===== src/rtl/binary_guesser.sv =====
// -----------------------------------------------------------------------------
// binary_guesser
//
// Finds a hidden 7-bit target by binary search. Each clock in CHECK presents
// one guess on guess_number. The environment answers on result in the same
// cycle: 00 = hit, 01 = guess too high, 10 = guess too low, 11 = invalid.
// The search narrows the inclusive interval [lo, hi] until it hits the target.
// It ends in FAIL when the answers contradict each other, when the interval
// collapses, or when MAX_ATTEMPTS guesses have been used.
//
// Ports
//   clk          : clock, rising edge
//   rst_n        : asynchronous active-low reset
//   start        : begin a new search (honoured in IDLE, DONE, FAIL)
//   abort        : return to IDLE from any state, wins over start
//   result       : comparison of guess_number against the target
//   guess_number : current guess (registered)
//   guess_valid  : guess_number is a live guess awaiting result
//   busy         : search in progress (CHECK)
//   done         : target found (level, held in DONE)
//   fail         : search failed (level, held in FAIL)
//   found_number : located target, meaningful while done=1
//   attempts     : guesses issued in the current or last search
// -----------------------------------------------------------------------------
module binary_guesser #(
    parameter int MAX_ATTEMPTS = 8
) (
    input  logic       clk,
    input  logic       rst_n,
    input  logic       start,
    input  logic       abort,
    input  logic [1:0] result,
    output logic [6:0] guess_number,
    output logic       guess_valid,
    output logic       busy,
    output logic       done,
    output logic       fail,
    output logic [6:0] found_number,
    output logic [3:0] attempts
);

    localparam logic [3:0] MAX_A = 4'(MAX_ATTEMPTS);

    localparam logic [1:0] RES_HIT  = 2'b00;
    localparam logic [1:0] RES_HIGH = 2'b01;
    localparam logic [1:0] RES_LOW  = 2'b10;

    typedef enum logic [1:0] {
        ST_IDLE,
        ST_CHECK,
        ST_DONE,
        ST_FAIL
    } state_t;

    state_t     state_reg;
    logic [6:0] lo_reg;
    logic [6:0] hi_reg;

    // Midpoints of the next interval. The sums use 8 bits so that
    // 127 + 1 + 127 cannot wrap. When the guess was too high, the new interval
    // is [lo, guess-1]. That branch is only taken when guess > lo, so guess >= 1
    // and guess-1 never underflows.
    logic [7:0] sum_lower;
    logic [7:0] sum_upper;
    logic [6:0] mid_lower;
    logic [6:0] mid_upper;
    logic       at_limit;

    assign sum_lower = {1'b0, lo_reg} + {1'b0, guess_number} - 8'd1;
    assign sum_upper = {1'b0, guess_number} + 8'd1 + {1'b0, hi_reg};
    assign mid_lower = 7'(sum_lower >> 1);
    assign mid_upper = 7'(sum_upper >> 1);
    assign at_limit  = (attempts == MAX_A);

    always_ff @(posedge clk or negedge rst_n) begin
        if (!rst_n) begin
            state_reg    <= ST_IDLE;
            lo_reg       <= 7'd0;
            hi_reg       <= 7'd127;
            guess_number <= 7'd0;
            guess_valid  <= 1'b0;
            busy         <= 1'b0;
            done         <= 1'b0;
            fail         <= 1'b0;
            found_number <= 7'd0;
            attempts     <= 4'd0;
        end else if (abort) begin
            // guess_number, attempts and found_number keep their values
            // so that software can still inspect the abandoned search.
            state_reg   <= ST_IDLE;
            guess_valid <= 1'b0;
            busy        <= 1'b0;
            done        <= 1'b0;
            fail        <= 1'b0;
        end else begin
            case (state_reg)
                ST_IDLE, ST_DONE, ST_FAIL: begin
                    if (start) begin
                        state_reg    <= ST_CHECK;
                        lo_reg       <= 7'd0;
                        hi_reg       <= 7'd127;
                        guess_number <= 7'd63;
                        guess_valid  <= 1'b1;
                        busy         <= 1'b1;
                        done         <= 1'b0;
                        fail         <= 1'b0;
                        attempts     <= 4'd1;
                    end
                end

                ST_CHECK: begin
                    case (result)
                        RES_HIT: begin
                            state_reg    <= ST_DONE;
                            found_number <= guess_number;
                            guess_valid  <= 1'b0;
                            busy         <= 1'b0;
                            done         <= 1'b1;
                        end
                        RES_HIGH: begin
                            // An answer of "too high" at the lower bound means
                            // the interval is empty.
                            if (guess_number == lo_reg || at_limit) begin
                                state_reg   <= ST_FAIL;
                                guess_valid <= 1'b0;
                                busy        <= 1'b0;
                                fail        <= 1'b1;
                            end else begin
                                hi_reg       <= guess_number - 7'd1;
                                guess_number <= mid_lower;
                                attempts     <= attempts + 4'd1;
                            end
                        end
                        RES_LOW: begin
                            if (guess_number == hi_reg || at_limit) begin
                                state_reg   <= ST_FAIL;
                                guess_valid <= 1'b0;
                                busy        <= 1'b0;
                                fail        <= 1'b1;
                            end else begin
                                lo_reg       <= guess_number + 7'd1;
                                guess_number <= mid_upper;
                                attempts     <= attempts + 4'd1;
                            end
                        end
                        default: begin
                            state_reg   <= ST_FAIL;
                            guess_valid <= 1'b0;
                            busy        <= 1'b0;
                            fail        <= 1'b1;
                        end
                    endcase
                end

                default: state_reg <= ST_IDLE;
            endcase
        end
    end

endmodule


===== config.mk =====
export PLATFORM = sky130hd
export DESIGN_NAME = binary_guesser
export DESIGN_NICKNAME = d
export VERILOG_FILES = /design/src/rtl/binary_guesser.sv
export SDC_FILE = /design/constraint.sdc
export NUM_CORES = 1
export LEC_CHECK = 0
export ABC_AREA = 1
export CORE_AREA = 4 4 95 70
export CTS_BUF_LIST = sky130_fd_sc_hd__clkbuf_4 sky130_fd_sc_hd__clkbuf_8
export DETAILED_ROUTE_END_ITERATION = 10
export DIE_AREA = 0 0 99 74
export GPL_TIMING_DRIVEN = 0
export HOLD_SLACK_MARGIN = 0.12
export PLACE_DENSITY = 0.69
export SKIP_LAST_GASP = 1
export SLEW_MARGIN = 20
export SYNTH_ARGS = -nofsm -noshare
export SYNTH_HDL_FRONTEND = slang
export SYNTH_SLANG_ARGS = --single-unit

===== constraint.sdc =====
create_clock -name clk -period 4.3 [get_ports clk]
set_clock_uncertainty 0.05 [all_clocks]
set_input_delay 0.86 -clock clk [delete_from_list [all_inputs] [get_ports clk]]
set_output_delay 0.86 -clock clk [all_outputs]
set_load 0.005 [all_outputs]

==> results of run 1 <==
## layer usage
metal | GRT usage [%] | wire length (um)
met1 | 28.6 | 3390
met2 | 30.0 | 2770
met3 | 3.37 | 362
met4 | 3.48 | 26
met5 | 0 | 0
## tightest hold or removal path, cell delays in order (launching register included)
cell and delay [ns]:
dfstp_2 0.37, nand2_1 0.05, nand2_1 0.04
## cell type report
class / instances / area [um2] / share of cell area (%)
inverter: 70 / 265 / 8.22
clock buffer: 6 / 76.3 / 2.36
buffer: 5 / 40.0 / 1.24
timing repair buffer: 28 / 293 / 9.07
sequential: 37 / 935 / 29.0
clock inverter: 2 / 10.0 / 0.310
tap: 75 / 93.8 / 2.91
multi-input combinational: 274 / 1520 / 46.9
## kinds of logic (layout without fill, tap and decap cells)
logic type,count (synthesis),after routing,synth area share [%]
adders and majority gates,26,26,12.4
buffers and inverters,75,111,11.1
xor gates and xnor gates,4,4,1.27
DFF,37,37,33.9
and+or+nand+nor,200,200,33.1
AOI/OAI and AO/OA,44,44,8.31
## power by group through the flow
stage | clock [W] | sequential (W) | combinational (W)
floorplan | 0 | 0.000599 | 0.00104
global placement | 0 | 0.000616 | 0.00145
detailed placement | 0 | 0.000622 | 0.00148
CTS | 0.000253 | 0.000616 | 0.00150
global route | 0.000278 | 0.000635 | 0.00174
finish | 0.000247 | 0.000614 | 0.00151
## synth_stat cells
master	count	area [um2]
o21ai_0	23	115
nand3b_1	2	15.0
ha_1	24	300
xor2_1	2	17.5
o22ai_1	1	6.26
nand4_1	5	31.3
a21o_1	1	7.51
nor2_1	27	101
dfrtp_1	30	751
xnor2_1	2	17.5
nor3_1	2	10.0
nand3b_2	1	11.3
inv_2	2	7.51
dfstp_2	7	184
nand3_1	34	170
and2_1	1	6.26
nor2_2	1	6.26
nand2_4	3	33.8
nor2_4	3	33.8
nand3_4	1	17.5
inv_4	1	6.26
nand2_2	2	12.5
a21oi_1	9	45.0
fa_1	2	40.0
a21oi_2	1	8.76
nand2_1	115	432
buf_2	2	10.0
buf_6	2	22.5
a31oi_1	1	6.26
o21ai_1	8	40.0
nand3_2	3	30.0
buf_4	1	7.51
inv_1	67	251
## path summary, 6_finish.rpt
path,start,endpoint,cells past startpoint
hold reg to reg,hi_reg[4],hi_reg[4],2
setup / recovery,guess_number[1],guess_number[2],10
hold / removal,hi_reg[4],hi_reg[4],2
setup reg to reg,guess_number[1],guess_number[2],10
max in group asynchronous,rst_n,hi_reg[3],2
min in group asynchronous,rst_n,found_number[6],1
## metrics by stage
step / setup slack, ns / instance area, um2
after floorplan: 2.20 / 2760
after global placement: 1.40 / 3120
after detailed placement: 1.71 / 3140
after CTS: 1.90 / 3230
after global routing: 1.70 / 3230
final: 1.87 / 3230
==> results.py, run 1 <==
metrics = {
    "run_status": {
        "status": "finished, final reports clean",
    },
    "clock_network": {
        "htree_levels": 2,
        "clock_path_buffers": 2,
        "root_buffer": "clkbuf_8",
        "post_cts_buffers": 0,
        "cts.clk_slew.worst_paths_ns": 0.08,
        "cts.repair.resized": 0,
        "cts.sinks": 37,
        "clock_latency_ns": 0.29,
        "holdBufCountCts": 0,
        "cts_made_buffers": 5,
        "tritoncts": "built",
    },
    "setup_path": {
        "r2r_slack_ns": 1.87,
        "crit_buf_inv": 2,
        "critPathKind": "reg2reg",
        "critPathLaunchType": "flop",
        "cpPeakStageDelay_ns": 0.51,
        "crit_chain": "inv_1, ha_1, inv_1, ha_1, fa_1, xor2_1, nor2_1, a31oi_1, nand2_1, nand2_1",
        "endpoint_kind": "flop",
        "crit_required_ns": 4.48,
        "crit_slowest_cell": "dfrtp_1",
        "critPathArrivalTime_ns": 2.61,
        "crit_family": "adder cells",
        "critical_path.max_fanout": 7,
    },
    "power": {
        "pwr-share-comb_pct": 63.7,
        "cellPowerDensity_nw_per_um2": 734,
        "p_sw_share_pct": 47.6,
        "p_clk_share_pct": 10.4,
        "vdd_drop_max_mv": 0.418,
        "finalPower_w": 0.00237,
        "p_leak_nw": 1.70,
        "p_sw_w": 0.00113,
        "internal-power_w": 0.00124,
        "seqPwrFrac_pct": 25.9,
    },
    "finish": {
        "final_common_cell": "nand2_1",
        "final_nets": 453,
        "synthToLayoutAreaGrowth_pct": 17.2,
        "mostFrequentLayoutCells": "115 x nand2_1, 67 x inv_1, 34 x nand3_1",
        "post-route-util_pct": 56.9,
        "nFillCells": 548,
        "final_cell_count_no_fill": 497,
        "drive_above_1_share_pct": 9.48,
        "num_antenna_cells": 0,
    },
    "placed_design": {
        "finalWeightedCongestion": 0.900,
        "dp_cells": 489,
        "hpwl_mm": 5.19,
        "port_buffers": 27,
    },
    "timing": {
        "slew_viol_final": 0,
        "period_share_pct": 56.4,
        "worst_pin_slew_ns": 0.414,
        "hold_viol_final": 0,
        "max_clock_freq_mhz": 412,
        "rsz0062_at_grt": "no",
        "holdWs_ns": 0.415,
        "setup_tns_ns": 0,
        "setup_viol": 0,
        "max_slew_margin_pct": 72.4,
        "post-route-min-period_ns": 2.43,
    },
    "floorplan": {
        "fp.dieH_um": 74,
        "fp-row-count": 23,
        "die-area_um2": 7330,
        "core_um2": 5670,
        "initial_core_util_pct": 48.6,
        "fp.dieW_um": 99,
        "io_pins": 28,
    },
    "global_routing": {
        "antenna_found_initial": 0,
        "grt.overflow.total": 0,
        "grt_pass1_wl_mm": 11.2,
        "grt_pass1_vias": 2339,
        "grt_usage_pct": 19.3,
        "grt_max_degree": 23,
    },
    "route": {
        "drt_iter0_drc": 176,
        "viasPerCell": 4.93,
        "routed_wl_mm": 6.54,
        "drc": 0,
        "ant_nets": 0,
        "vias": 2451,
        "wl_per_cell_um": 13.2,
        "firstDrtPassIters": 5,
    },
    "job": {
        "cap_violations": 0,
    },
    "synthesis": {
        "syn_area_um2": 2760,
        "yosysUniqueCellTypes": 33,
        "syn_inst": 386,
        "yosys_register_bits": 37,
        "ys.warnings.count": 0,
        "avgSynthCellArea_um2": 7.14,
        "syn-num-nets": 418,
        "ys_seq_area_share_pct": 33.9,
    },
    "hold_path": {
        "hp-class": "reg2reg",
    },
}
(Power assumes the default switching activity.)
==> run 2, diff against run 1 <==
==> constraint.sdc (replaced) <==
create_clock -name clk -period 2.5 [get_ports clk]
set_clock_uncertainty 0.05 [all_clocks]
set_input_delay 0.5 -clock clk [delete_from_list [all_inputs] [get_ports clk]]
set_output_delay 0.5 -clock clk [all_outputs]
set_load 0.005 [all_outputs]
==> run 2 against run 1 <==
Against the previous run:
- non-clock buffer count increased by 1
- register-to-register slack got worse by 1.7 ns
- sequential share of layout area decreased by 0.062 points
- fmax increased by 5.2%
- power increased by 72%
- worst hold slack about the same
- sequential cell count unchanged
- clock-buffer cell count unchanged
- setup slack got worse by 1.7 ns
- critical path depth unchanged
- clock power increased by 72%
- combinational power increased by 72%
==> results.py, run 2 (synthesis gave the netlist of run 1 again) <==
metrics = {
    "finish": {
        "final_nets": 454,
        "final_common_cell": "nand2_1",
        "num_antenna_cells": 0,
        "synthToLayoutAreaGrowth_pct": 17.6,
        "post-route-util_pct": 57.1,
        "drive_above_1_share_pct": 9.69,
        "final_cell_count_no_fill": 498,
        "mostFrequentLayoutCells": "115 x nand2_1, 67 x inv_1, 34 x nand3_1",
    },
    "clock_network": {
        "cts.clk_slew.worst_paths_ns": 0.08,
        "tritoncts": "built",
        "post_cts_buffers": 0,
        "root_buffer": "clkbuf_8",
        "htree_levels": 2,
        "clock_path_buffers": 2,
        "clock_latency_ns": 0.29,
        "cts_made_buffers": 5,
        "cts.sinks": 37,
    },
    "power": {
        "seqPwrFrac_pct": 25.9,
        "cellPowerDensity_nw_per_um2": 1260,
        "internal-power_w": 0.00214,
        "vdd_drop_max_mv": 0.720,
        "p_clk_share_pct": 10.4,
        "p_leak_nw": 1.70,
        "pwr-share-comb_pct": 63.7,
        "p_sw_share_pct": 47.6,
        "p_sw_w": 0.00194,
    },
    "global_routing": {
        "grt_usage_pct": 19.3,
        "grt_max_degree": 23,
        "grt.overflow.total": 0,
        "antenna_found_initial": 0,
        "grt_pass1_wl_mm": 11.2,
        "grt_pass1_vias": 2339,
    },
    "route": {
        "wl_per_cell_um": 13.2,
        "ant_nets": 0,
        "drc": 0,
        "viasPerCell": 4.98,
        "routed_wl_mm": 6.55,
        "vias": 2479,
        "drt_iter0_drc": 187,
        "firstDrtPassIters": 4,
    },
    "timing": {
        "max_clock_freq_mhz": 433,
        "post-route-min-period_ns": 2.31,
        "holdWs_ns": 0.415,
        "setup_tns_ns": 0,
        "max_slew_margin_pct": 72.3,
        "rsz0062_at_grt": "no",
        "period_share_pct": 92.3,
        "worst_pin_slew_ns": 0.415,
        "setup_viol": 0,
        "slew_viol_final": 0,
        "hold_viol_final": 0,
    },
    "setup_path": {
        "endpoint_kind": "flop",
        "cpPeakStageDelay_ns": 0.45,
        "critPathKind": "reg2reg",
        "critical_path.max_fanout": 7,
        "worstRegToRegCells": 10,
        "critPathArrivalTime_ns": 2.49,
        "crit_slowest_cell": "dfrtp_2",
        "cp_num_cells": 10,
        "crit_chain": "inv_1, ha_1, inv_1, ha_1, fa_1, xor2_1, nor2_1, a31oi_1, nand2_1, nand2_1",
        "critPathLaunchType": "flop",
        "crit_required_ns": 2.68,
        "crit_buf_inv": 2,
        "crit_family": "adder cells",
    },
    "floorplan": {
        "fp.dieW_um": 99,
        "fp.dieH_um": 74,
        "fp-row-count": 23,
        "core_um2": 5670,
        "die-area_um2": 7330,
        "initial_core_util_pct": 48.6,
        "io_pins": 28,
    },
    "placed_design": {
        "hpwl_mm": 5.19,
        "port_buffers": 27,
        "dp_cells": 489,
        "finalWeightedCongestion": 0.900,
    },
    "hold_path": {
        "hp-class": "reg2reg",
        "worstHoldPathCells": 2,
    },
    "job": {
        "cap_violations": 0,
    },
    "run_status": {
        "status": "finished, final reports clean",
    },
}
[run 2: per-layer routing]
layer	up-vias	GRT usage, %	wire [um]
li1	1286	-	-
met1	1134	28.6	3340
met4	0	3.48	26
met5	-	0	0
met2	55	30.0	2780
met3	4	3.37	397
[run 2: worst paths after layout]
kind | start | end | slack, ns
worst max-delay path | guess_number[1] | guess_number[2] | 0.19
worst min-delay path | hi_reg[4] | hi_reg[4] | 0.42
worst max register to register | guess_number[1] | guess_number[2] | 0.19
worst min register to register | hi_reg[4] | hi_reg[4] | 0.42
max in group asynchronous | rst_n | hi_reg[3] | 1.25
min in group asynchronous | rst_n | found_number[6] | 0.62
[run 2: area by class of cell]
| type | count | area, um2 |
|---|---|---|
| Buffer | 5 | 40.0 |
| Clock buffer | 6 | 76.3 |
| Clock inverter | 2 | 10.0 |
| Fill cell | 546 | 2430 |
| Inverter | 70 | 265 |
| Multi-Input combinational cell | 274 | 1520 |
| Sequential cell | 37 | 936 |
| Tap cell | 75 | 93.8 |
| Timing Repair Buffer | 29 | 303 |
[run 2: power by group through the flow]
stage	clock, W	combinational, W	sequential, W
final	0.000424	0.00260	0.00106
after global routing	0.000478	0.00300	0.00109
after floorplan	0	0.00179	0.00103
after global placement	0	0.00250	0.00106
after CTS	0.000435	0.00258	0.00106
after detailed placement	0	0.00255	0.00107
[run 2: stage by stage]
step	area, um2	power [W]	setup slack, ns
3_3_place_gp	3120	0.00356	-0.0351
3_5_place_dp	3140	0.00362	0.139
4_1_cts	3240	0.00408	0.101
2_1_floorplan	2760	0.00282	0.403
6_report	3240	0.00408	0.193
5_1_grt	3240	0.00457	0.0226
[run 2: worst min-delay path: cells and delay by family, from the launching register on]
| family | cells | cell delay (ns) |
|---|---|---|
| flops | 1 | 0.37 |
| simple gates | 2 | 0.09 |
[run 2: repair_timing]
action                                  CTS  global route
hold endpoints to repair                 15             0
hold buffers                              1             0
resized for setup                         0             1
endpoints found under the setup margin    0             3
